<file path="src/rtl/lc3_pkg.sv">
// Shared types and widths for the LC-3 memory unit.
package lc3_pkg;

    localparam int LC3_AW = 16;
    localparam int LC3_DW = 16;

    typedef enum logic [1:0] {
        IDLE    = 2'd0,
        RD_WAIT = 2'd1,
        WR_WAIT = 2'd2,
        ERR     = 2'd3
    } mem_state_t;

endpackage

</file>
<file path="src/rtl/lc3_timeout_ctr.sv">
// Saturating wait-cycle counter; o_expire marks the last allowed wait cycle.
module lc3_timeout_ctr #(
    parameter int TIMEOUT = 64
) (
    input  logic clk,
    input  logic rst_n,
    input  logic i_clear,
    input  logic i_enable,
    output logic o_expire
);

    localparam int             CW   = $clog2(TIMEOUT);
    localparam logic [CW-1:0]  LAST = CW'(TIMEOUT - 1);

    logic [CW-1:0] r_count;

    // NOTE: sequential state uses non-blocking assignments so every register
    // samples pre-edge values regardless of block evaluation order.
    always_ff @(posedge clk or negedge rst_n) begin
        if (!rst_n) begin
            r_count <= '0;
        end else if (i_clear) begin
            r_count <= '0;
        end else if (i_enable && (r_count != LAST)) begin
            r_count <= r_count + 1'b1;
        end
    end

    assign o_expire = (r_count == LAST);

endmodule

</file>
<file path="src/rtl/lc3_mem_unit.sv">
// MAR/MDR register pair and req/ack memory sequencer for the LC-3 datapath.
module lc3_mem_unit
    import lc3_pkg::*;
#(
    parameter int              AW       = LC3_AW,
    parameter int              DW       = LC3_DW,
    parameter int              TIMEOUT  = 64,
    parameter logic [DW-1:0]   ERR_DATA = '0
) (
    input  logic          clk,
    input  logic          rst_n,
    input  logic [DW-1:0] bus_in,
    input  logic          ldMAR,
    input  logic          ldMDR,
    input  logic          selMDR,
    input  logic          memWE,
    output logic [DW-1:0] mdr_out,
    output logic          stall,
    output logic          bus_err,
    output logic [AW-1:0] mem_addr,
    output logic [DW-1:0] mem_wdata,
    output logic          mem_req,
    output logic          mem_we,
    input  logic [DW-1:0] mem_rdata,
    input  logic          mem_ack
);

    mem_state_t    r_state;
    logic [AW-1:0] r_mar;
    logic [DW-1:0] r_mdr;
    logic          r_bus_err;
    logic          r_mem_req;
    logic          r_mem_we;

    logic          w_waiting;
    logic          w_expire;

    assign w_waiting = (r_state == RD_WAIT) || (r_state == WR_WAIT);

    lc3_timeout_ctr #(
        .TIMEOUT (TIMEOUT)
    ) u_timeout_ctr (
        .clk      (clk),
        .rst_n    (rst_n),
        .i_clear  (r_state == IDLE),
        .i_enable (w_waiting && !mem_ack),
        .o_expire (w_expire)
    );

    // Bus loads are accepted only in IDLE so MAR/MDR stay stable for memory.
    always_ff @(posedge clk or negedge rst_n) begin
        if (!rst_n) begin
            r_state   <= IDLE;
            r_mar     <= '0;
            r_mdr     <= '0;
            r_bus_err <= 1'b0;
            r_mem_req <= 1'b0;
            r_mem_we  <= 1'b0;
        end else begin
            case (r_state)
                IDLE: begin
                    if (ldMAR)
                        r_mar <= AW'(bus_in);
                    if (ldMDR && !selMDR)
                        r_mdr <= bus_in;
                    if (memWE) begin
                        r_state   <= WR_WAIT;
                        r_mem_req <= 1'b1;
                        r_mem_we  <= 1'b1;
                    end else if (ldMDR && selMDR) begin
                        r_state   <= RD_WAIT;
                        r_mem_req <= 1'b1;
                        r_mem_we  <= 1'b0;
                    end
                end
                RD_WAIT: begin
                    if (mem_ack) begin
                        r_mdr     <= mem_rdata;
                        r_mem_req <= 1'b0;
                        r_state   <= IDLE;
                    end else if (w_expire) begin
                        r_state <= ERR;
                    end
                end
                WR_WAIT: begin
                    if (mem_ack) begin
                        r_mem_req <= 1'b0;
                        r_state   <= IDLE;
                    end else if (w_expire) begin
                        r_state <= ERR;
                    end
                end
                ERR: begin
                    // mem_we still tells which kind of transaction was aborted.
                    r_mem_req <= 1'b0;
                    r_bus_err <= 1'b1;
                    if (!r_mem_we)
                        r_mdr <= ERR_DATA;
                    r_state <= IDLE;
                end
                default: r_state <= IDLE;
            endcase
        end
    end

    assign stall     = (r_state != IDLE);
    assign mdr_out   = r_mdr;
    assign bus_err   = r_bus_err;
    assign mem_addr  = r_mar;
    assign mem_wdata = r_mdr;
    assign mem_req   = r_mem_req;
    assign mem_we    = r_mem_we;

endmodule

</file>
<file path="config.mk">
export PLATFORM = sky130hd
export DESIGN_NAME = lc3_mem_unit
export DESIGN_NICKNAME = d
export VERILOG_FILES = /design/src/rtl/lc3_pkg.sv /design/src/rtl/lc3_timeout_ctr.sv /design/src/rtl/lc3_mem_unit.sv
export SDC_FILE = /design/constraint.sdc
export NUM_CORES = 1
export LEC_CHECK = 0
export CORE_UTILIZATION = 47
export CTS_CLUSTER_SIZE = 24
export DETAILED_ROUTE_END_ITERATION = 7
export PLACE_DENSITY = 0.86
export SYNTH_ARGS = -nofsm -noshare
export SYNTH_HDL_FRONTEND = slang
export SYNTH_HIERARCHICAL = 1
export SYNTH_SLANG_ARGS = --single-unit
</file>
<file path="constraint.sdc">
create_clock -name clk -period 3.1 [get_ports clk]
set_input_delay 0.775 -clock clk [delete_from_list [all_inputs] [get_ports clk]]
set_output_delay 0.775 -clock clk [all_outputs]
set_load 0.02 [all_outputs]
</file>
# Word level (Yosys, flattened, before mapping)

Cells that the tools add are included.

Flip-flop bits (word level): 43
RAM bits: 0
Memories: 0
Output and inout port bits: 52
Bits in latches: 0
Logic and storage cells: 54
ROM bits: 0

Order comparisons: 0
Shifts and indexed selects: 0
Reductions and logical operators: 18
Divide/modulo/power cells: 0
Multiply operators: 0
Bitwise gates (word level): 0
Add/subtract/negate cells: 1
Eq/ne operators: 11
Mux-type cells: 17

Operators by type and width:

| operator            | number |
|---|---|
| $mux 16             | 3 |
| $pmux 16 s3         | 1 |
| $mux 6              | 2 |
| $mux 2              | 4 |
| $reduce_and 2->1    | 4 |
| $add 6x1->6 const B | 1 |
| $eq 6x6->1 const B  | 1 |
| $ne 2x2->1 const B  | 3 |
| $ne 6x6->1 const B  | 1 |
| $pmux 2 s3          | 1 |
| $reduce_bool 2->1   | 3 |
| $mux 1              | 5 |
| $eq 2x2->1 const B  | 2 |
| $logic_and 1x1->1   | 4 |
| $reduce_and 4->1    | 1 |
| $ne 3x1->1 const B  | 1 |
| $ne 3x3->1 const B  | 1 |
| $pmux 1 s3          | 1 |
| $reduce_bool 3->1   | 1 |
| $eq 2x1->1 const B  | 1 |
| $logic_not 1->1     | 2 |
| $logic_not 2->1     | 1 |
| $ne 2x1->1 const B  | 1 |
| $reduce_or 2->1     | 1 |
| $logic_or 1x1->1    | 1 |

# Logic depth before layout (Yosys ltp)

Word-level depth: 6
Mapped depth: 8

# Hierarchy

Netlist, hierarchy kept.

By module, submodules not included:

| module          | seq. area each (µm²) | area each (µm²) | cells an instance | instances |
|---|---|---|---|---|
| lc3_mem_unit    | 925.9                | 1890.6          | 161               | 1 |
| lc3_timeout_ctr | 150.1                | 380.4           | 39                | 1 |

# Worst setup path after synthesis

OpenSTA, ideal clock, no wires.

Kind: input port to flip-flop
From: in selMDR
To: reg r_mdr[11], in the netlist mdr_out[11]
Slack: 1.095 ns
Library setup time: 0.125 ns
Arrival time: 1.880 ns
Stages: 3
Path through: nand2b_1 a2111oi_4 mux2_2

Longest elaborated chain between the ends: 4

Ends and longest elaborated chain:

| element                           | RTL line           | RTL |
|---|---|---|
| start, declared                   | lc3_mem_unit.sv:15 | `input logic selMDR,` |
| $logic_not 1->1                   | lc3_mem_unit.sv:64 | `if (ldMDR && !selMDR)` |
| $logic_and 1x1->1                 | lc3_mem_unit.sv:64 |  |
| $ne 2x2->1 (no source line)       | n/a                |  |
| $reduce_and 4->1 (no source line) | n/a                |  |
| end signal, assigned              | lc3_mem_unit.sv:65 | `r_mdr <= bus_in;` |
| end signal, assigned              | lc3_mem_unit.sv:78 | `r_mdr <= mem_rdata;` |
| end, declared                     | lc3_mem_unit.sv:30 | `logic [DW-1:0] r_mdr;` |

Every way passes these cells.
A chain may end at the register's enable or synchronous reset.

# Worst setup path after layout

From: reg r_state[1]
To: out stall

Longest elaborated chain between the ends: 1

Ends and longest elaborated chain:

| element                | RTL line            | RTL |
|---|---|---|
| start, declared        | lc3_mem_unit.sv:28  | `mem_state_t r_state;` |
| start signal, assigned | lc3_mem_unit.sv:53  | `r_state <= IDLE;` |
| start signal, assigned | lc3_mem_unit.sv:67  | `r_state <= WR_WAIT;` |
| start signal, assigned | lc3_mem_unit.sv:71  | `r_state <= RD_WAIT;` |
| $reduce_bool 2->1      | lc3_mem_unit.sv:106 | `assign stall = (r_state != IDLE);` |
| end, declared          | lc3_mem_unit.sv:18  | `output logic stall,` |

Every way passes these cells.

==> impl_metrics.tcl <==
set metrics [dict create \
    num_io_pins 91 \
    relSlewSlack_pct 38.1 \
    hold_slack_ns 0.476 \
    cellPowerDensity_mw_per_mm2 1100 \
    yosysWarnings 6 \
    status "complete, no violations" \
    r2r-start "r_state[1]" \
    grt_remaining_overflow 0 \
    combPwrFrac_pct 61.6 \
    final_antenna_net_count 0 \
    crit_required_ns 2.32 \
    clk_latency_ns 0.29 \
    hold_path.startpoint "bus_err" \
    die_area_sq_mm 0.00511 \
    synth_area_per_cell_sq_um 11.4 \
    n_antenna_cell 0 \
    startpoint "r_state[1]" \
    fin_crit_sh_pct 87.9 \
    cts_tree "yes" \
    clock_skew_ns 0.00294 \
    coreArea_sq_mm 0.00450 \
    tightest_slew_ns 0.928 \
    crit_path_end_kind "output port" \
    startpoint_type "register" \
    fin_tns_setup_ns 0 \
    p_switching_mw 1.43 \
    row_count 24 \
    root_buffer "clkbuf_8" \
    antenna_found_initial 0 \
    synthArstFlopShare_pct 100 \
    setup_viol 0 \
    yosys.area.top_type "dfrtp_1" \
    gp_congestion 0.860 \
    finalPower_mw 3.47 \
    grt_pass1_wl_um 8410 \
    drt-initial-drc-count 63 \
    start_util_pct 50.4 \
    grtUsageTotal_pct 21.7 \
    netlist_area_sq_mm 0.00227 \
    totalWireLength_um 5130 \
    nFillCells 328 \
    ys_top_cells_by_area "dfrtp_1 (47%), mux2_2 (11%), mux2i_1 (5.7%)" \
    rsz0062_at_grt "no" \
    yosys.area.top_type_share_pct 47.4 \
    routed_via_density 5.26 \
    cp.arrival_ns 1.95 \
    syn2layout_area_growth_pct 39.2 \
    cts-resized-gates 0 \
    cap_violations 0 \
    yosysMostFrequentCell "dfrtp_1" \
    switching_share_pct 41.0 \
    via_count 1726 \
    path_max_fanout 13 \
    power_frac_clock_pct 9.7 \
    ys_ff_latch 43 \
    fmax_mhz 367 \
    grt_max_degree 44 \
    fin_crit_ns 2.73 \
    drt_first_pass_iters 4 \
    synthCells 200 \
    synth_cell_types 36 \
    synth_common_cells "dfrtp_1 (43), mux2_2 (23), inv_1 (19)" \
    multiInputGateArea_sq_um 950 \
    synth_ff_type "dfrtp_1" \
    synth.net_count 245 \
    clkTransAtPathRegs_ns 0.08 \
    die_x_um 71.5 \
    numCtsBuffers 5 \
    power.internal_mw 2.05 \
    cts_sinks 43 \
    grt_pass1_vias 1816 \
    remaining_drc_errors 0 \
    post-dp-hpwl_um 3770 \
    hold_viol 0 \
    drive_gt1_share_pct 13.4 \
    timing.final.max_slew_violations 0 \
    p_leak_nw 1.37 \
    synth_edf_count 0 \
    die_h_um 71.5 \
    seq_area_sq_mm 0.00108 \
    htreeDepth 2 \
    peakVddDrop_uv 628 \
    postCtsSetupBuffers 0 \
    critPathKind "reg -> out" \
    holdCritPathClass "reg -> reg" \
    nNetsFinal 320 \
    yosysSeqAreaShare_pct 47.4 \
    clockBufferDepth 2 \
    portBuffers 90 \
    ctsHoldBuffers 0 \
    seq_power_share_pct 28.7 \
    wl_per_cell_um 15.6 \
]
state kept, by name (all words and copies together) (netlist names):
| signal | count |
|---|---|
| mem_addr | 16 |
| bus_err | 1 |
| u_timeout_ctr/r_count | 6 |
| mem_req | 1 |
| mdr_out | 16 |
| mem_we | 1 |
| r_state | 2 |
logic make-up (layout without fill, tap and decap cells):
| kind of cell | count (synthesis) | after routing | share of synthesized area, % |
|---|---|---|---|
| DFF | 43 | 43 | 47.4 |
| AOI/OAI and AO/OA | 31 | 31 | 9.86 |
| buffers and inverters | 44 | 120 | 10.8 |
| adders and majority gates | 6 | 6 | 3.31 |
| and+or+nand+nor | 40 | 40 | 11.5 |
| muxes | 36 | 36 | 17.1 |
worst max-delay path, stage by stage (launching register included):
cell,delay [ns]
dfrtp_1,0.42
inv_1,0.12
ha_1,0.50
inv_1,0.07
clkdlybuf4s50_1,0.55
path summary, 6_finish.rpt:
path / end / slack, ns / cells past startpoint
hold / removal: bus_err / 0.48 / 1
hold reg to reg: bus_err / 0.48 / 1
setup reg to reg: mem_addr[0] / 0.87 / 4
min in group asynchronous: mem_addr[4] / 0.62 / 1
max in group asynchronous: mem_addr[13] / 1.90 / 1
setup / recovery: stall / 0.37 / 4
power by group through the flow:
stage	combinational (mW)	sequential, mW	clock (mW)
final	2.14	0.996	0.338
after global routing	2.29	1.03	0.375
after CTS	2.16	0.998	0.347
after detailed placement	2.15	1.00	0
after global placement	2.10	1.00	0
after floorplan	1.12	1.25	0
metrics by stage:
step	instance area (sq um)	cells	worst slack [ns]	util (%)
floorplan	2270	200	1.10	-
global route	3160	328	0.219	70.2
finish	3160	328	0.375	70.2
global placement	3080	320	0.528	68.4
CTS	3160	328	0.359	70.2
detailed placement	3080	320	0.457	68.4
cell type report:
type                            count  area share, %
Clock buffer                        7           2.41
Clock inverter                      1          0.158
Inverter                           19           2.26
Multi-Input combinational cell    113           30.0
Sequential cell                    43           34.0
Tap cell                           52           2.06
Timing Repair Buffer               93           29.0
layer usage:
layer / part of all wire (%) / vias up / GRT usage (%)
li1: - / 827 / -
met1: 43 / 839 / 27.3
met2: 50 / 54 / 36.8
met3: 6.2 / 6 / 6.33
met4: 0.90 / 0 / 5.66
met5: 0 / - / 0
placed cells by master, fill, tap and decap left out, types with 2 or more instances in the layout:
cell / Yosys / final
a21oi_1: 15 / 15
a22o_1: 5 / 5
buf_4: 17 / 3
clkbuf_1: 3 / 2
clkbuf_8: 0 / 5
clkdlybuf4s50_1: 0 / 89
dfrtp_1: 43 / 43
ha_1: 6 / 6
inv_1: 19 / 19
mux2_2: 23 / 23
mux2i_1: 13 / 13
nand2_1: 6 / 6
nand2b_1: 2 / 2
nand3_1: 2 / 2
nand4_1: 2 / 2
nand4b_1: 2 / 2
nor2_1: 2 / 2
nor2b_1: 2 / 2
nor3_1: 2 / 2
nor3b_1: 15 / 15
o211ai_1: 2 / 2
Power figures use the tool's default switching activity.
